[src/rtl/hex_scroll_pkg.sv]
// Shared definitions for the hex message scroller.
// Holds the character-code width and blank code, the active-low seven-segment
// patterns for the hex digits and the blank display, the FSM state encoding,
// and a helper that maps a hex digit to its segment pattern.
package hex_scroll_pkg;

    localparam int unsigned CHAR_W = 5;

    // Bit 4 set marks a blank character. The low nibble is then ignored.
    localparam logic [CHAR_W-1:0] CHAR_BLANK = 5'h10;

    // Active-low segment patterns, bit0 = a ... bit6 = g
    localparam logic [6:0] SEG_0     = 7'h40;
    localparam logic [6:0] SEG_1     = 7'h79;
    localparam logic [6:0] SEG_2     = 7'h24;
    localparam logic [6:0] SEG_3     = 7'h30;
    localparam logic [6:0] SEG_4     = 7'h19;
    localparam logic [6:0] SEG_5     = 7'h12;
    localparam logic [6:0] SEG_6     = 7'h02;
    localparam logic [6:0] SEG_7     = 7'h78;
    localparam logic [6:0] SEG_8     = 7'h00;
    localparam logic [6:0] SEG_9     = 7'h10;
    localparam logic [6:0] SEG_A     = 7'h08;
    localparam logic [6:0] SEG_B     = 7'h03;
    localparam logic [6:0] SEG_C     = 7'h46;
    localparam logic [6:0] SEG_D     = 7'h21;
    localparam logic [6:0] SEG_E     = 7'h06;
    localparam logic [6:0] SEG_F     = 7'h0E;
    localparam logic [6:0] SEG_BLANK = 7'h7F;

    typedef enum logic {
        ST_IDLE = 1'b0,
        ST_RUN  = 1'b1
    } state_t;

    function automatic logic [6:0] seg_of_digit(input logic [3:0] digit);
        logic [6:0] seg;
        case (digit)
            4'h0:    seg = SEG_0;
            4'h1:    seg = SEG_1;
            4'h2:    seg = SEG_2;
            4'h3:    seg = SEG_3;
            4'h4:    seg = SEG_4;
            4'h5:    seg = SEG_5;
            4'h6:    seg = SEG_6;
            4'h7:    seg = SEG_7;
            4'h8:    seg = SEG_8;
            4'h9:    seg = SEG_9;
            4'hA:    seg = SEG_A;
            4'hB:    seg = SEG_B;
            4'hC:    seg = SEG_C;
            4'hD:    seg = SEG_D;
            4'hE:    seg = SEG_E;
            default: seg = SEG_F;
        endcase
        return seg;
    endfunction

endpackage

[src/rtl/hex7seg_dec.sv]
// Character-to-segment decoder, purely combinational.
// Ports:
//   char_code  in  5  [4]=1 blank, else [3:0] hex digit
//   seg        out 7  active-low segments, bit0=a ... bit6=g
module hex7seg_dec
    import hex_scroll_pkg::*;
(
    input  logic [CHAR_W-1:0] char_code,
    output logic [6:0]        seg
);

    always_comb begin
        seg = SEG_BLANK;
        if (!char_code[CHAR_W-1]) begin
            seg = seg_of_digit(char_code[3:0]);
        end
    end

endmodule

[src/rtl/hex_scroll_ctrl.sv]
// Hardware message scroller driving the six seven-segment displays.
// Firmware loads up to 16 characters into the message buffer, sets length,
// rate and mode, then pulses start. The message scrolls right-to-left through
// a virtual sequence of 6 blanks, the message, then the window running off.
// Ports:
//   clk        in   system clock
//   reset_n    in   asynchronous active-low reset
//   wr_en      in   buffer write strobe
//   wr_addr    in   buffer index
//   wr_data    in   character code ([4]=blank, [3:0]=hex digit)
//   msg_len    in   message length, 0 = empty, values above 16 clamp to 16
//   step_div   in   clocks per scroll step, 0 acts as 1
//   mode       in   0 one-shot, 1 continuous loop
//   start      in   single-cycle start request
//   stop       in   single-cycle abort request
//   busy       out  high while scrolling
//   done       out  one-cycle pulse when a one-shot scroll completes
//   hex0..hex5 out  registered active-low segment patterns
module hex_scroll_ctrl
    import hex_scroll_pkg::*;
#(
    parameter int unsigned BUF_DEPTH = 16,
    parameter int unsigned DIV_W     = 32
) (
    input  logic             clk,
    input  logic             reset_n,
    input  logic             wr_en,
    input  logic [3:0]       wr_addr,
    input  logic [4:0]       wr_data,
    input  logic [4:0]       msg_len,
    input  logic [DIV_W-1:0] step_div,
    input  logic             mode,
    input  logic             start,
    input  logic             stop,
    output logic             busy,
    output logic             done,
    output logic [6:0]       hex0,
    output logic [6:0]       hex1,
    output logic [6:0]       hex2,
    output logic [6:0]       hex3,
    output logic [6:0]       hex4,
    output logic [6:0]       hex5
);

    localparam logic [4:0] LEN_MAX = 5'(BUF_DEPTH);

    state_t            state_q, state_d;
    logic [4:0]        pos_q, pos_d;
    logic [DIV_W-1:0]  div_q, div_d;
    logic              done_q, done_d;

    logic [4:0]        len_c;
    logic [DIV_W-1:0]  div_max;
    logic              step_now;
    logic              seq_end;

    logic [CHAR_W-1:0] buf_mem [BUF_DEPTH];
    logic [5:0]        idx_c   [6];
    logic [5:0]        rel_c   [6];
    logic [CHAR_W-1:0] char_c  [6];
    logic [6:0]        seg_c   [6];
    logic [6:0]        seg_q   [6];

    // Live-sampled controls
    assign len_c   = (msg_len > LEN_MAX) ? LEN_MAX : msg_len;
    assign div_max = (step_div == '0) ? '0 : step_div - DIV_W'(1);

    // >= rather than == so a rate reduced mid-scroll steps at once instead of
    // waiting for the counter to wrap.
    assign step_now = (div_q >= div_max);

    // >= so a length shortened below the current window ends/wraps on the
    // next step.
    assign seq_end = (({1'b0, pos_q} + 6'd1) >= ({1'b0, len_c} + 6'd6));

    // Message buffer: writable in any state, read live by the display path
    always_ff @(posedge clk or negedge reset_n) begin
        if (!reset_n) begin
            for (int unsigned i = 0; i < BUF_DEPTH; i++) begin
                buf_mem[i] <= CHAR_BLANK;
            end
        end else if (wr_en) begin
            buf_mem[wr_addr] <= wr_data;
        end
    end

    // FSM and counter state
    always_ff @(posedge clk or negedge reset_n) begin
        if (!reset_n) begin
            state_q <= ST_IDLE;
            pos_q   <= '0;
            div_q   <= '0;
            done_q  <= 1'b0;
        end else begin
            state_q <= state_d;
            pos_q   <= pos_d;
            div_q   <= div_d;
            done_q  <= done_d;
        end
    end

    always_comb begin
        state_d = state_q;
        pos_d   = pos_q;
        div_d   = div_q;
        done_d  = 1'b0;
        case (state_q)
            ST_IDLE: begin
                pos_d = '0;
                div_d = '0;
                if (start && !stop && (len_c != '0)) begin
                    state_d = ST_RUN;
                end
            end
            ST_RUN: begin
                if (stop) begin
                    state_d = ST_IDLE;
                    pos_d   = '0;
                    div_d   = '0;
                end else if (step_now) begin
                    div_d = '0;
                    if (seq_end) begin
                        pos_d = '0;
                        if (!mode) begin
                            state_d = ST_IDLE;
                            done_d  = 1'b1;
                        end
                    end else begin
                        pos_d = pos_q + 5'd1;
                    end
                end else begin
                    div_d = div_q + DIV_W'(1);
                end
            end
            default: begin
                state_d = ST_IDLE;
                pos_d   = '0;
                div_d   = '0;
            end
        endcase
    end

    // Window selection: digit k from the left (HEX5 is k=0) shows s[pos+k],
    // where s is 6 leading blanks, the message, then blanks.
    always_comb begin
        for (int unsigned k = 0; k < 6; k++) begin
            idx_c[k]      = {1'b0, pos_q} + 6'(k);
            rel_c[k]      = idx_c[k] - 6'd6;
            char_c[5 - k] = CHAR_BLANK;
            if ((state_q == ST_RUN) && (idx_c[k] >= 6'd6) &&
                (rel_c[k] < {1'b0, len_c})) begin
                char_c[5 - k] = buf_mem[rel_c[k][3:0]];
            end
        end
    end

    for (genvar g = 0; g < 6; g++) begin : gen_dec
        hex7seg_dec u_dec (
            .char_code (char_c[g]),
            .seg       (seg_c[g])
        );
    end

    // Registered segment outputs, one cycle behind the window position
    always_ff @(posedge clk or negedge reset_n) begin
        if (!reset_n) begin
            for (int unsigned i = 0; i < 6; i++) begin
                seg_q[i] <= SEG_BLANK;
            end
        end else begin
            for (int unsigned i = 0; i < 6; i++) begin
                seg_q[i] <= seg_c[i];
            end
        end
    end

    assign busy = (state_q == ST_RUN);
    assign done = done_q;
    assign hex0 = seg_q[0];
    assign hex1 = seg_q[1];
    assign hex2 = seg_q[2];
    assign hex3 = seg_q[3];
    assign hex4 = seg_q[4];
    assign hex5 = seg_q[5];

endmodule

[config.mk]
export PLATFORM = sky130hd
export DESIGN_NAME = hex_scroll_ctrl
export DESIGN_NICKNAME = d
export VERILOG_FILES = /design/src/rtl/hex_scroll_pkg.sv /design/src/rtl/hex7seg_dec.sv /design/src/rtl/hex_scroll_ctrl.sv
export SDC_FILE = /design/constraint.sdc
export NUM_CORES = 1
export LEC_CHECK = 0
export BUFFER_PORTS_ARGS = -buffer_cell sky130_fd_sc_hd__buf_2
export CAP_MARGIN = 5
export CORE_MARGIN = 2
export CORE_UTILIZATION = 30
export DETAILED_ROUTE_END_ITERATION = 16
export PLACE_DENSITY_LB_ADDON = 0.2
export SKIP_CTS_REPAIR_TIMING = 1
export SKIP_LAST_GASP = 1
export SLEW_MARGIN = 20
export SYNTH_ARGS = -nofsm -noshare
export SYNTH_HDL_FRONTEND = slang
export SYNTH_SLANG_ARGS = --single-unit
[constraint.sdc]
create_clock -name clk -period 7.3 [get_ports clk]
set_input_delay 0.365 -clock clk [delete_from_list [all_inputs] [get_ports clk]]
set_output_delay 0.365 -clock clk [all_outputs]
set_load 0.005 [all_outputs]
After elaboration in Yosys (flattened, before gate mapping)
Memories as Yosys holds them, arrays and structs flattened.
Index checks and enable logic that the tools add are counted.
{ "classes": {"addsub": 15, "n_lt_le_gt_ge": 23, "eq_ne": 1, "n_mux": 53, "bitwise": 8, "reduce_logical": 18} }
{ "ops": {"columns": ["op", "n"], "rows": [
  ["5-bit binary-select mux with 4-bit select", 6],
  ["5-bit 2-to-1 mux", 23],
  ["32-bit 2-to-1 mux", 3],
  ["80-bit bitwise mux", 1],
  ["32-bit one-hot mux with 2 select lines", 1],
  ["7-bit 2-to-1 mux", 6],
  ["6-bit by 5-bit less-than comparator with 1-bit output", 6],
  ["5-bit greater-or-equal comparator, second input constant", 7],
  ["4-bit NOT with 5-bit output", 7],
  ["32-bit by 1-bit adder with 32-bit output, second input constant", 1],
  ["32-bit greater-or-equal comparator", 1],
  ["32-bit logical NOT", 1],
  ["32-bit by 1-bit subtractor with 32-bit output, second input constant", 1],
  ["6-bit by 3-bit greater-or-equal comparator with 1-bit output, second input constant", 5],
  ["6-bit by 3-bit subtractor with 6-bit output, second input constant", 5],
  ["5-bit demux with 4-bit select", 1],
  ["5-bit by 3-bit adder with 6-bit output, second input constant", 3],
  ["1-bit logical AND", 15],
  ["5-bit by 2-bit adder with 6-bit output, second input constant", 2],
  ["1-bit 2-to-1 mux", 10],
  ["5-bit one-hot mux with 2 select lines", 1],
  ["5-bit by 1-bit adder with 6-bit output, second input constant", 1],
  ["6-bit greater-or-equal comparator", 1],
  ["5-bit by 3-bit subtractor with 6-bit output, second input constant", 1],
  ["9 further kinds", 9]
]} }
{ "totals": {"regBits": 161, "romBits": 672, "input_bits": 52, "output_inout_bits": 44, "word_cells": 150, "n_memories": 6} }
{ "memory_table": {"columns": ["name", "depth", "width", "rd", "rd_ports_with_merged_regs", "wr", "line_no", "text"], "rows": [
  ["(no name shown)", 16, 7, 1, 0, 0, "hex_scroll_pkg.sv:38", "case (digit)"],
  ["(no name shown)", 16, 7, 1, 0, 0, "hex_scroll_pkg.sv:38", null],
  ["(no name shown)", 16, 7, 1, 0, 0, "hex_scroll_pkg.sv:38", null],
  ["(no name shown)", 16, 7, 1, 0, 0, "hex_scroll_pkg.sv:38", null],
  ["(no name shown)", 16, 7, 1, 0, 0, "hex_scroll_pkg.sv:38", null],
  ["(no name shown)", 16, 7, 1, 0, 0, "hex_scroll_pkg.sv:38", null]
]} }

Depth between registers and ports, before layout
An unclocked memory read counts as a cell.
{ "depth": {"depth_word": 9, "depth_mapped": 24} }

Modules after synthesis
From an unflattened synthesis, not the netlist that was laid out.
{ "unflattened": {"hier_cells": 1245, "hier_area_um2": 13384.1} }
{ "modules_own_cells": {"columns": ["mod", "n_inst", "cells_each", "area_each_um2", "seq_area_each_um2"], "rows": [
  ["hex_scroll_ctrl", 1, 1031, 11622.4, 4101.4],
  ["hex7seg_dec (gen_dec[1].u_dec ...)", 3, 35, 299.0, 0.0],
  ["hex7seg_dec (gen_dec[0].u_dec ...)", 2, 35, 295.3, 0.0],
  ["hex7seg_dec (gen_dec[2].u_dec)", 1, 39, 274.0, 0.0]
]} }

Worst setup path before layout
Ideal clock, no wire load.
{ "synth_timing": {"kind": "reg2reg", "startpoint": "register pos_q[1]", "endpoint": "register seg_q (netlist bit hex2[6])", "arrival_ns": 5.335, "required_time_ns": 7.239, "slack_ns": 1.904, "stages_incl_launch_ff": 24, "n_path_buf": 6, "period_less_slack_ns": 5.396, "cell_sequence": "dfrtp_1 > buf_6 > buf_6 > buf_2 > buf_2 > inv_1 > ha_1 > buf_2 > buf_2 > inv_1 > ha_1 > xnor2_4 > xor2_4 > ha_1 > o21a_1 > o21ai_0 > and2_1 > nand2_1 > inv_1 > ha_1 > inv_1 > or4_1 > o311ai_1 > a31o_1"} }
{ "synth_via": {"elab_chain_cells": 9, "elab_cells_between_ends": 13} }
{ "synth_rtl": {"columns": ["item", "line_no", "text"], "rows": [
  ["start, declared", "hex_scroll_ctrl.sv:48", "logic [4:0] pos_q, pos_d;"],
  ["start signal, assigned", "hex_scroll_ctrl.sv:96", "pos_q <= pos_d;"],
  ["5-bit by 2-bit adder with 6-bit output (*)", "hex_scroll_ctrl.sv:147", "idx_c[k] = {1'b0, pos_q} + 6'(k);"],
  ["6-bit by 3-bit subtractor with 6-bit output", "hex_scroll_ctrl.sv:148", "rel_c[k] = idx_c[k] - 6'd6;"],
  ["4-bit NOT with 5-bit output (implied by the code)", "hex_scroll_ctrl.sv:152", "char_c[5 - k] = buf_mem[rel_c[k][3:0]];"],
  ["5-bit binary-select mux with 4-bit select", "hex_scroll_ctrl.sv:152", null],
  ["5-bit 2-to-1 mux (implied by the code) (2 in a row)", "hex_scroll_ctrl.sv:152", null],
  ["5-bit 2-to-1 mux (*)", "hex_scroll_ctrl.sv:150", "if ((state_q == ST_RUN) && (idx_c[k] >= 6'd6) &&"],
  ["memory read 16 x 7 bit", null, null],
  ["7-bit 2-to-1 mux (*)", "hex7seg_dec.sv:14", "if (!char_code[CHAR_W-1]) begin"],
  ["via gen_dec[2].u_dec.seg[6]", "hex7seg_dec.sv:9", "output logic [6:0] seg"],
  ["end signal, assigned by index", "hex_scroll_ctrl.sv:172", "seg_q[i] <= seg_c[i];"],
  ["end, declared", "hex_scroll_ctrl.sv:62", "logic [6:0] seg_q [6];"]
]} }
Mark *: on every way through the listed nets, which the timed path passes. The rest lies on a longest branch. The select of a mux whose other input is x is not followed.
A chain may end at the register's enable or synchronous reset.

Final worst setup path
{ "layout_timing": {"startpoint": "register pos_q[0]", "endpoint": "register seg_q (netlist bit hex2[6])"} }
Same word-level chain as after synthesis.

==> run summary <==
drt pass-1 iters = 5
DRC viols = 0
crit path max-delay cell type = dfrtp_4
RSZ-0062 raised after global routing = no
Layout Cells excl Fill = 1958
Layout area overhead = 11.9%
CP Buf/Inv Count = 4
dominant cell type by area after synthesis = dfrtp_1
Final Total Pwr = 0.00277 W
Worst Setup Path Type = register to register
max cap viols = 0
Post-synth ARST share = 100%
multi-input logic area = 9090 µm²
Finished Core Util = 33.9%
peak supply drop = 149 µV
die footprint = 47400 µm²
Crit. End Element = register
Worst-Margin Slew = 1060 ps
Die Width = 218 µm
status = finished, violations left
Min Hold Slack = -40.0 ps
Final min period = 5320 ps
CTS Sinks = 161
Max Clock Freq = 188 MHz
CTS root buf = clkbuf_16
wire per inst = 19.7 µm
Clock H-tree levels = 4
final number of setup-violating endpoints = 0
CP most frequent cell = ha_1
top cells by area, synth = dfrtp_1 (19%), mux4_2 (16%), dfstp_2 (11%)
detailed placement HPWL = 28300 µm
Internal Power = 0.00196 W
Cell Chain, Critical Path = inv_2 -> ha_1 -> xnor2_1 -> ha_1 -> buf_4 -> xnor2_4 -> xor2_4 -> ha_1 -> o21a_1 -> o21ai_0 -> nand3_1 -> inv_1 -> ha_1 -> inv_1 -> or4_1 -> o311ai_1 -> a31o_1
Syn Area/Cell = 10.7 µm²
antenna viol nets, final = 0
Final TNS setup = 0 ps
Syn. warnings = 0
Comb power frac = 20.6%
Clock power frac = 37.4%
Leak = 6.22 nW
Top FF cell, synth = dfrtp_1
GPL Wtd Cong = 0.839
commonest cells in the synthesized netlist = nand2_1 (120), ha_1 (115), dfrtp_1 (103)
Synth cell types = 83
number of CTS-inserted buffers = 17
first-pass GRT wire length = 60500 µm
synthesized instance count = 1284
Post-Syn Nets = 1451
Worst EP arrival = 5720 ps
I/O Pins = 96
CP required = 7700 ps
largest net degree at the start of global routing = 97
row count = 78
Sw Share = 29.2%
worst clock skew = 16.9 ps
gr ovfl total = 0
Worst Hold Class = input port to async pin
failing checks = hold timing
Critical Path Source Type = register
clock-pin slew of the registers on the worst-case setup and hold paths = 60 ps
vias in the first global route = 10200
number of synthesized register bits = 161
slew margin rel. = 28.8%
initial antenna violation count = 0
power per cell area = 181 nW/µm²
Post-Syn Area = 13700 µm²
routed wire length = 38600 µm
crit-path max cell delay = 840 ps
Post-synth EDFFs = 0
CTS Buffer Depth = 2
post-synth top area share = 18.8%
final slew viol count = 0
Vias = 10500
Fill cells = 4606
diode count = 0
post-DR vias/cell = 5.37
most common cell in the netlist = nand2_1
register area = 4110 µm²
Worst path top cell family by delay = adder cells
Die Y = 218 µm
drt first-iter violations = 907
register area share after synthesis = 29.9%
final hold viol count = 18
CTS tree = done
Placed Cells = 1926
Psw = 0.000809 W
Buffers on Ports = 95
worst-path fanout max = 45
total track usage = 16.7%
core area = 45300 µm²
nets = 1512
Seq pwr share = 42.1%
layout cell share with drive strength beyond 1 = 30.2%
Starting Density = 30.3%
clk_lat worst skew = 470 ps
final period utilization = 72.8%
per-layer routing:
| layer | global-route usage [%] | wire length (µm) | vias to the layer above | share of wire (%) |
|---|---|---|---|---|
| met4 | 5.06 | 621 | 0 | 1.6 |
| met5 | 0 | 0 | - | 0 |
| met3 | 3.78 | 2110 | 35 | 5.5 |
| met2 | 25.7 | 17700 | 216 | 46 |
| met1 | 23.3 | 18200 | 5351 | 47 |
| li1 | - | - | 4903 | - |
sequential cells by signal, indices dropped and copies added (netlist names):
register,cells
hex1,7
hex3,7
pos_q,5
hex2,7
done,1
div_q,32
busy,1
hex0,7
hex4,7
buf_mem,80
hex5,7
cell type report:
class / instances / area share, %
Timing Repair Buffer: 103 / 3.53
Clock buffer: 21 / 3.00
Clock inverter: 11 / 1.31
Multi-Input combinational cell: 1012 / 59.3
Sequential cell: 161 / 26.8
Tap cell: 600 / 4.89
Inverter: 50 / 1.22
power by group through the flow:
stage	combinational (W)	sequential, W	clock, W
CTS	0.000570	0.00116	0.00106
detailed placement	0.000569	0.00118	0
global route	0.000617	0.00118	0.00110
floorplan	0.000412	0.00111	0
global placement	0.000559	0.00117	0
finish	0.000569	0.00116	0.00104
cells in the final DEF (no fill, tap or decap), drive strengths merged, types with 43 or more instances in the layout:
| cell type | count |
|---|---|
| dfrtp | 103 |
| nand2 | 123 |
| mux4 | 100 |
| nor2 | 103 |
| dfstp | 58 |
| inv | 51 |
| mux2 | 87 |
| ha | 115 |
| xor2 | 43 |
| nand3 | 60 |
| buf | 103 |
kinds of logic after synthesis:
kind of cell / synth area share (%)
AO/OA/AOI/OAI: 9.15
XOR/XNOR: 6.00
adder cells (fa/ha/maj): 10.5
buffers and inverters: 3.86
flip-flops: 29.9
multiplexers: 25.9
other: 0.0273
AND/OR/NAND/NOR: 14.6
through the flow:
step | instance area, µm² | worst slack, ps
finish | 15300 | 1980
global route | 15300 | 1630
CTS | 15300 | 1650
detailed placement | 14700 | 1170
global placement | 14700 | 1420
floorplan | 13700 | 1900
worst paths after layout:
| path | from | end | slack (ps) | depth (start not counted) |
|---|---|---|---|---|
| worst max-delay path | pos_q[0] | hex2[6] | 1980 | 17 |
| worst min-delay path | reset_n | buf_mem[33] | -40 | 1 |
| worst max register to register | pos_q[0] | hex2[6] | 1980 | 17 |
| worst min register to register | div_q[0] | div_q[0] | 560 | 1 |
| max in group asynchronous | reset_n | pos_q[0] | 5850 | 2 |
| min in group clk | stop | busy | 110 | 2 |
Note: power is estimated with default switching activity, not from simulation.
